### src/rtl/cache_refill_unit_pkg.sv
// Shared cache/refill definitions: line geometry defaults, refill FSM states
// and the latched miss-request record.
package cache_pkg;

  localparam int ADDR_W_DEF     = 16;
  localparam int LINE_BYTES_DEF = 4;

  function automatic int off_w(input int line_bytes);
    return (line_bytes > 1) ? $clog2(line_bytes) : 1;
  endfunction

  typedef enum logic [2:0] {
    IDLE,
    WB_READ,
    WB_WRITE,
    FILL_REQ,
    FILL_WAIT,
    DONE
  } refill_state_e;

  typedef struct packed {
    logic [ADDR_W_DEF-1:0]                fill_addr;
    logic                                 wb;
    logic [ADDR_W_DEF-1:0]                wb_addr;
    logic [off_w(LINE_BYTES_DEF)-1:0]     crit_off;
  } refill_req_t;

endpackage

### src/rtl/cache_refill_unit_ofs_counter.sv
// Byte-offset counter for one line transfer, with last-byte flag and the
// fill order offset (critical-byte-first when CACHE_REFILL_CRIT_FIRST_EN).
module refill_ofs_counter
  import cache_pkg::*;
#(
  parameter  int LINE_BYTES = LINE_BYTES_DEF,
  localparam int OFF_W      = off_w(LINE_BYTES)
) (
  input  logic             clk,
  input  logic             rst_n,
  input  logic             clr,
  input  logic             inc,
  input  logic [OFF_W-1:0] crit_off,
  output logic [OFF_W-1:0] cnt,
  output logic [OFF_W-1:0] ord,
  output logic             last
);

  logic [OFF_W-1:0] cnt_q, cnt_d;

  always_comb begin
    cnt_d = cnt_q;
    if (clr) begin
      cnt_d = '0;
    end else if (inc) begin
      cnt_d = cnt_q + OFF_W'(1);
    end
  end

  always_ff @(posedge clk or negedge rst_n) begin
    if (!rst_n) begin
      cnt_q <= '0;
    end else begin
      cnt_q <= cnt_d;
    end
  end

  assign cnt  = cnt_q;
  assign last = (cnt_q == OFF_W'(LINE_BYTES - 1));

`ifdef CACHE_REFILL_CRIT_FIRST_EN
  // LINE_BYTES is a power of two, so dropping the carry is the modulo
  assign ord = cnt_q + crit_off;
`else
  logic unused_crit_off;
  assign unused_crit_off = ^crit_off;
  assign ord = cnt_q;
`endif

endmodule

### src/rtl/cache_refill_unit.sv
// Cache miss handler: optional dirty-victim write-back, then byte-wise line fill.
// Optional critical-byte-first fill order: CACHE_REFILL_CRIT_FIRST_EN.
//
// state     | meaning
// IDLE      | waiting for a miss request, req_ready high
// WB_READ   | read one victim byte from the cache array
// WB_WRITE  | write that victim byte to memory, held until granted
// FILL_REQ  | issue one fill read to memory, held until granted
// FILL_WAIT | wait for read data, write it into the cache array
// DONE      | one-cycle completion pulse
module cache_refill_unit
  import cache_pkg::*;
#(
  parameter  int ADDR_W     = ADDR_W_DEF,
  parameter  int LINE_BYTES = LINE_BYTES_DEF,
  localparam int OFF_W      = off_w(LINE_BYTES)
) (
  input  logic              clk,
  input  logic              rst_n,
  input  logic              req_valid,
  output logic              req_ready,
  input  logic [ADDR_W-1:0] req_fill_addr,
  input  logic              req_wb,
  input  logic [ADDR_W-1:0] req_wb_addr,
  input  logic [OFF_W-1:0]  req_crit_off,
  output logic              wb_rd_en,
  output logic [OFF_W-1:0]  wb_idx,
  input  logic [7:0]        wb_data,
  output logic              fill_we,
  output logic [OFF_W-1:0]  fill_idx,
  output logic [7:0]        fill_data,
  output logic              done,
`ifdef CACHE_REFILL_CRIT_FIRST_EN
  output logic              crit_valid,
`endif
  output logic              mem_req,
  output logic              mem_we,
  output logic [ADDR_W-1:0] mem_addr,
  output logic [7:0]        mem_wdata,
  input  logic              mem_gnt,
  input  logic              mem_rvalid,
  input  logic [7:0]        mem_rdata
);

  localparam logic [ADDR_W-1:0] LINE_MASK = ~ADDR_W'(LINE_BYTES - 1);

  refill_state_e    state_q, state_d;
  refill_req_t      req_q, req_d;
  logic [7:0]       wdata_q, wdata_d;
  logic             wb_first_q, wb_first_d;

  logic             cnt_clr, cnt_inc, cnt_last;
  logic [OFF_W-1:0] cnt, ord;

  refill_ofs_counter #(
    .LINE_BYTES (LINE_BYTES)
  ) u_ofs (
    .clk      (clk),
    .rst_n    (rst_n),
    .clr      (cnt_clr),
    .inc      (cnt_inc),
    .crit_off (req_q.crit_off),
    .cnt      (cnt),
    .ord      (ord),
    .last     (cnt_last)
  );

  always_comb begin
    state_d    = state_q;
    req_d      = req_q;
    wdata_d    = wdata_q;
    wb_first_d = 1'b0;
    cnt_clr    = 1'b0;
    cnt_inc    = 1'b0;
    req_ready  = 1'b0;
    wb_rd_en   = 1'b0;
    wb_idx     = '0;
    fill_we    = 1'b0;
    fill_idx   = '0;
    fill_data  = '0;
    done       = 1'b0;
    mem_req    = 1'b0;
    mem_we     = 1'b0;
    mem_addr   = '0;
    mem_wdata  = '0;

    case (state_q)
      IDLE: begin
        req_ready = 1'b1;
        if (req_valid) begin
          req_d.fill_addr = req_fill_addr & LINE_MASK;
          req_d.wb_addr   = req_wb_addr & LINE_MASK;
          req_d.wb        = req_wb;
          req_d.crit_off  = req_crit_off;
          cnt_clr         = 1'b1;
          state_d         = req_wb ? WB_READ : FILL_REQ;
        end
      end

      WB_READ: begin
        wb_rd_en   = req_q.wb;
        wb_idx     = cnt;
        wb_first_d = 1'b1;
        state_d    = WB_WRITE;
      end

      WB_WRITE: begin
        // wb_data is only valid in the first cycle; later cycles replay the copy
        mem_req   = 1'b1;
        mem_we    = 1'b1;
        mem_addr  = req_q.wb_addr | ADDR_W'(cnt);
        mem_wdata = wb_first_q ? wb_data : wdata_q;
        if (wb_first_q) begin
          wdata_d = wb_data;
        end
        if (mem_gnt) begin
          if (cnt_last) begin
            cnt_clr = 1'b1;
            state_d = FILL_REQ;
          end else begin
            cnt_inc = 1'b1;
            state_d = WB_READ;
          end
        end
      end

      FILL_REQ: begin
        mem_req  = 1'b1;
        mem_addr = req_q.fill_addr | ADDR_W'(ord);
        if (mem_gnt) begin
          state_d = FILL_WAIT;
        end
      end

      FILL_WAIT: begin
        fill_we   = mem_rvalid;
        fill_idx  = ord;
        fill_data = mem_rdata;
        if (mem_rvalid) begin
          if (cnt_last) begin
            state_d = DONE;
          end else begin
            cnt_inc = 1'b1;
            state_d = FILL_REQ;
          end
        end
      end

      DONE: begin
        done    = 1'b1;
        state_d = IDLE;
      end

      default: begin
        state_d = IDLE;
      end
    endcase
  end

`ifdef CACHE_REFILL_CRIT_FIRST_EN
  assign crit_valid = fill_we && (cnt == '0);
`endif

  always_ff @(posedge clk or negedge rst_n) begin
    if (!rst_n) begin
      state_q    <= IDLE;
      req_q      <= '0;
      wdata_q    <= '0;
      wb_first_q <= 1'b0;
    end else begin
      state_q    <= state_d;
      req_q      <= req_d;
      wdata_q    <= wdata_d;
      wb_first_q <= wb_first_d;
    end
  end

endmodule

### config.mk
export PLATFORM = sky130hd
export DESIGN_NAME = cache_refill_unit
export DESIGN_NICKNAME = d
export VERILOG_FILES = /design/src/rtl/cache_refill_unit_pkg.sv /design/src/rtl/cache_refill_unit_ofs_counter.sv /design/src/rtl/cache_refill_unit.sv
export SDC_FILE = /design/constraint.sdc
export NUM_CORES = 1
export LEC_CHECK = 0
export BUFFER_PORTS_ARGS = -buffer_cell sky130_fd_sc_hd__buf_2
export CORE_MARGIN = 8
export CORE_UTILIZATION = 39
export DETAILED_ROUTE_END_ITERATION = 8
export GPL_TIMING_DRIVEN = 0
export PLACE_DENSITY = 0.65
export SLEW_MARGIN = 20
export SYNTH_ARGS = -nofsm -noshare
export SYNTH_HDL_FRONTEND = slang
export SYNTH_SLANG_ARGS = --single-unit
### constraint.sdc
create_clock -name clk -period 1.97 [get_ports clk]
set_input_delay 0.197 -clock clk [delete_from_list [all_inputs] [get_ports clk]]
set_output_delay 0.197 -clock clk [all_outputs]
set_load 0.1 [all_outputs]
==> results.yml <==
global_route:
  grt_pass1_wl_mm: 9.46
  grt-ovfl-total: 0
  grt_max_degree: 44
  grt_pass1_vias: 1945
  grt_antenna_before_repair: 0
  grt_use_total_pct: 13.7
synthesis:
  synth.most_common_cell: "dfrtp_1"
  synth_edf_count: 0
  synth_top_area_share_pct: 47.0
  ys_types: 36
  ys_top_cells_by_area: "dfrtp_1 (47%), mux2_2 (15%), mux2i_1 (10%)"
  synthTopCellsByCount: "dfrtp_1 (43), mux2_2 (30), nor2_1 (27)"
  async_reset_ff_share_pct: 100
  syn_area_um2: 2290
  ys_seq_area_share_pct: 47.0
  synthCells: 190
  synth_warnings: 0
  synth_nets: 247
  yosysTopAreaCell: "dfrtp_1"
  ys_ff_latch: 43
  ys.flop_type: "dfrtp_1"
  synth.avg_cell_area_um2: 12.1
cells_and_area:
  layout-drive-gt1-share_pct: 67.5
  final.fill_count: 487
  fin_nets: 345
  final_util_pct: 61.1
  seqCellArea_um2: 1080
  diodes: 0
  multiInputGateArea_um2: 1300
  area_delta_synth_final_pct: 54.4
die:
  core_um2: 5780
  initial_core_util_pct: 39.6
  num_rows: 28
  ios: 98
  chipWidth_um: 92.6
  fp.dieH_um: 92.6
  die-area_um2: 8580
flow_run:
  drv_cap: 0
route:
  drc: 0
  wl_per_cell_um: 16.0
  routed_wl_mm: 5.81
  final_antenna_net_count: 0
  dr.pass1.iters: 4
  vias_per_cell: 4.87
  vias: 1773
  drtIter0Drc: 43
clock_tree:
  clkSinkCount: 43
  clock_path_buffers: 2
  clockRootBuffer: "clkbuf_8"
  cts_tree: "built"
  clock_latency_ns: 0.29
  h-tree-depth: 2
  cts_buffers: 5
  clk_pin_slew_ns: 0.09
setup_path:
  cp_slowest_stage_delay_ns: 0.38
  cp.required_ns: 1.77
  start_kind: "register"
  path_buf_inv: 5
  worstPathCellList: "buf_6, nand2b_4, buf_8, inv_12, nand2b_4, buf_12, nor2_4, buf_12"
  end_kind: "primary output"
  path_depth: 8
  worstSetupPathType: "reg2out"
  worstPathArrival_ns: 1.71
  r2r_cells: 10
  path_max_fanout: 10
  cp_top_family: "buffers and inverters"
  slowest_stage: "dfrtp_1"
placed_design:
  routabilityCongestion: 0.753
  dp_hpwl_mm: 4.27
  portBuffers: 91
worst_hold_path:
  hold_depth: 2
  min_path_type: "in2reg"
sta:
  hold_viol: 0
  max_freq_mhz: 524
  fin_crit_sh_pct: 96.9
  worstMarginPinSlew_ns: 0.558
  min_period_ns: 1.91
  relSlewSlack_pct: 62.8
  skew_ns: 0.00692
  slew_viol_final: 0
  setup_viol: 0
status:
  status: "finished, final reports clean"
[per-stage QoR]
step                      worst slack [ns]  instances  cell area [um^2]  hold WS (ns)  setup TNS, ns
after global routing               -0.0109        364              3530         0.115        -0.0522
after global placement              -0.195        356              3050         0.426          -3.31
final                               0.0606        364              3530         0.128              0
after detailed placement            -0.194        356              3050         0.413          -3.12
after CTS                           0.0132        364              3370        0.0937              0
after floorplan                     -0.370        190              2500       -0.0986          -8.69
[flip-flops by register name, summed over array words and instances, names as in the netlist]
| name | count |
|---|---|
| wb_first_q | 1 |
| wdata_q | 8 |
| req_q | 29 |
| state_q | 3 |
| u_ofs.cnt | 2 |
[path summary, 6_finish.rpt]
| check | startpoint | to | slack, ns |
|---|---|---|---|
| max | state_q[2]$_DFFE_PN0P_ | mem_wdata[1] | 0.06 |
| min | req_fill_addr[13] | req_q[32]$_DFFE_PN0P_ | 0.13 |
| max reg2reg | state_q[2]$_DFFE_PN0P_ | wdata_q[3]$_DFFE_PN0P_ | 0.10 |
| min reg2reg | req_q[17]$_DFFE_PN0P_ | req_q[17]$_DFFE_PN0P_ | 0.51 |
| max in group asynchronous | rst_n | req_q[26]$_DFFE_PN0P_ | 1.16 |
| min in group asynchronous | rst_n | wdata_q[6]$_DFFE_PN0P_ | 0.43 |
[cell families (layout without fill, tap and decap cells)]
kind of cell	count (synthesis)	after routing	synth area share, %
compound gates	8	8	2.40
flops	43	43	47.0
buf+inv	17	116	5.68
mux	61	61	30.1
fa+ha+maj	1	1	0.546
simple gates	59	59	13.9
xor+xnor	1	1	0.383
[timing repair]
action | in CTS | in global routing
resized for setup | 75 | 41
hold buffers | 0 | 1
buffers inserted | 0 | 0
hold endpoints to repair | 0 | 43
pin swaps | 0 | 4
endpoints found under the setup margin | 38 | 27
[per-layer routing]
| layer | up-vias | share of wire (%) | global-route usage, % |
|---|---|---|---|
| li1 | 847 | - | - |
| met1 | 870 | 39 | 15.4 |
| met2 | 51 | 53 | 24.0 |
| met3 | 5 | 6.7 | 4.94 |
| met4 | 0 | 0.91 | 3.62 |
| met5 | - | 0 | 0 |
[area by class of cell]
| type | count | share of cell area (%) |
|---|---|---|
| well taps | 75 | 2.65 |
| repair buffers | 92 | 22.2 |
| clock buffers | 7 | 2.44 |
| plain buffers | 13 | 4.14 |
| clock inverters | 1 | 0.248 |
| flip-flops and latches | 43 | 30.4 |
| multi-input cells | 130 | 36.8 |
| inverters | 3 | 1.03 |
[layout by cell type, fill, tap and decap left out, drive strengths merged]
| master | instances |
|---|---|
| o221ai | 1 |
| nor3b | 1 |
| dfrtp | 43 |
| and3 | 3 |
| o21ai | 1 |
| a2bb2oi | 1 |
| clkinv | 1 |
| buf | 103 |
| xnor2 | 1 |
| nand3b | 2 |
| ha | 1 |
| and2 | 16 |
| a22oi | 1 |
| o22ai | 1 |
| inv | 3 |
| nand2 | 1 |
| and3b | 1 |
| dlygate4sd3 | 1 |
| nor2b | 2 |
| clkbuf | 8 |
| nor3 | 2 |
| mux2i | 23 |
| a211oi | 1 |
| mux2 | 38 |
| a21oi | 1 |
| nor2 | 27 |
| a31oi | 1 |
| nand3 | 1 |
| nand2b | 3 |
Power is left out: the tool's default activity adds up to more than one toggle a clock period on the data nets, which glitch-free logic cannot reach.
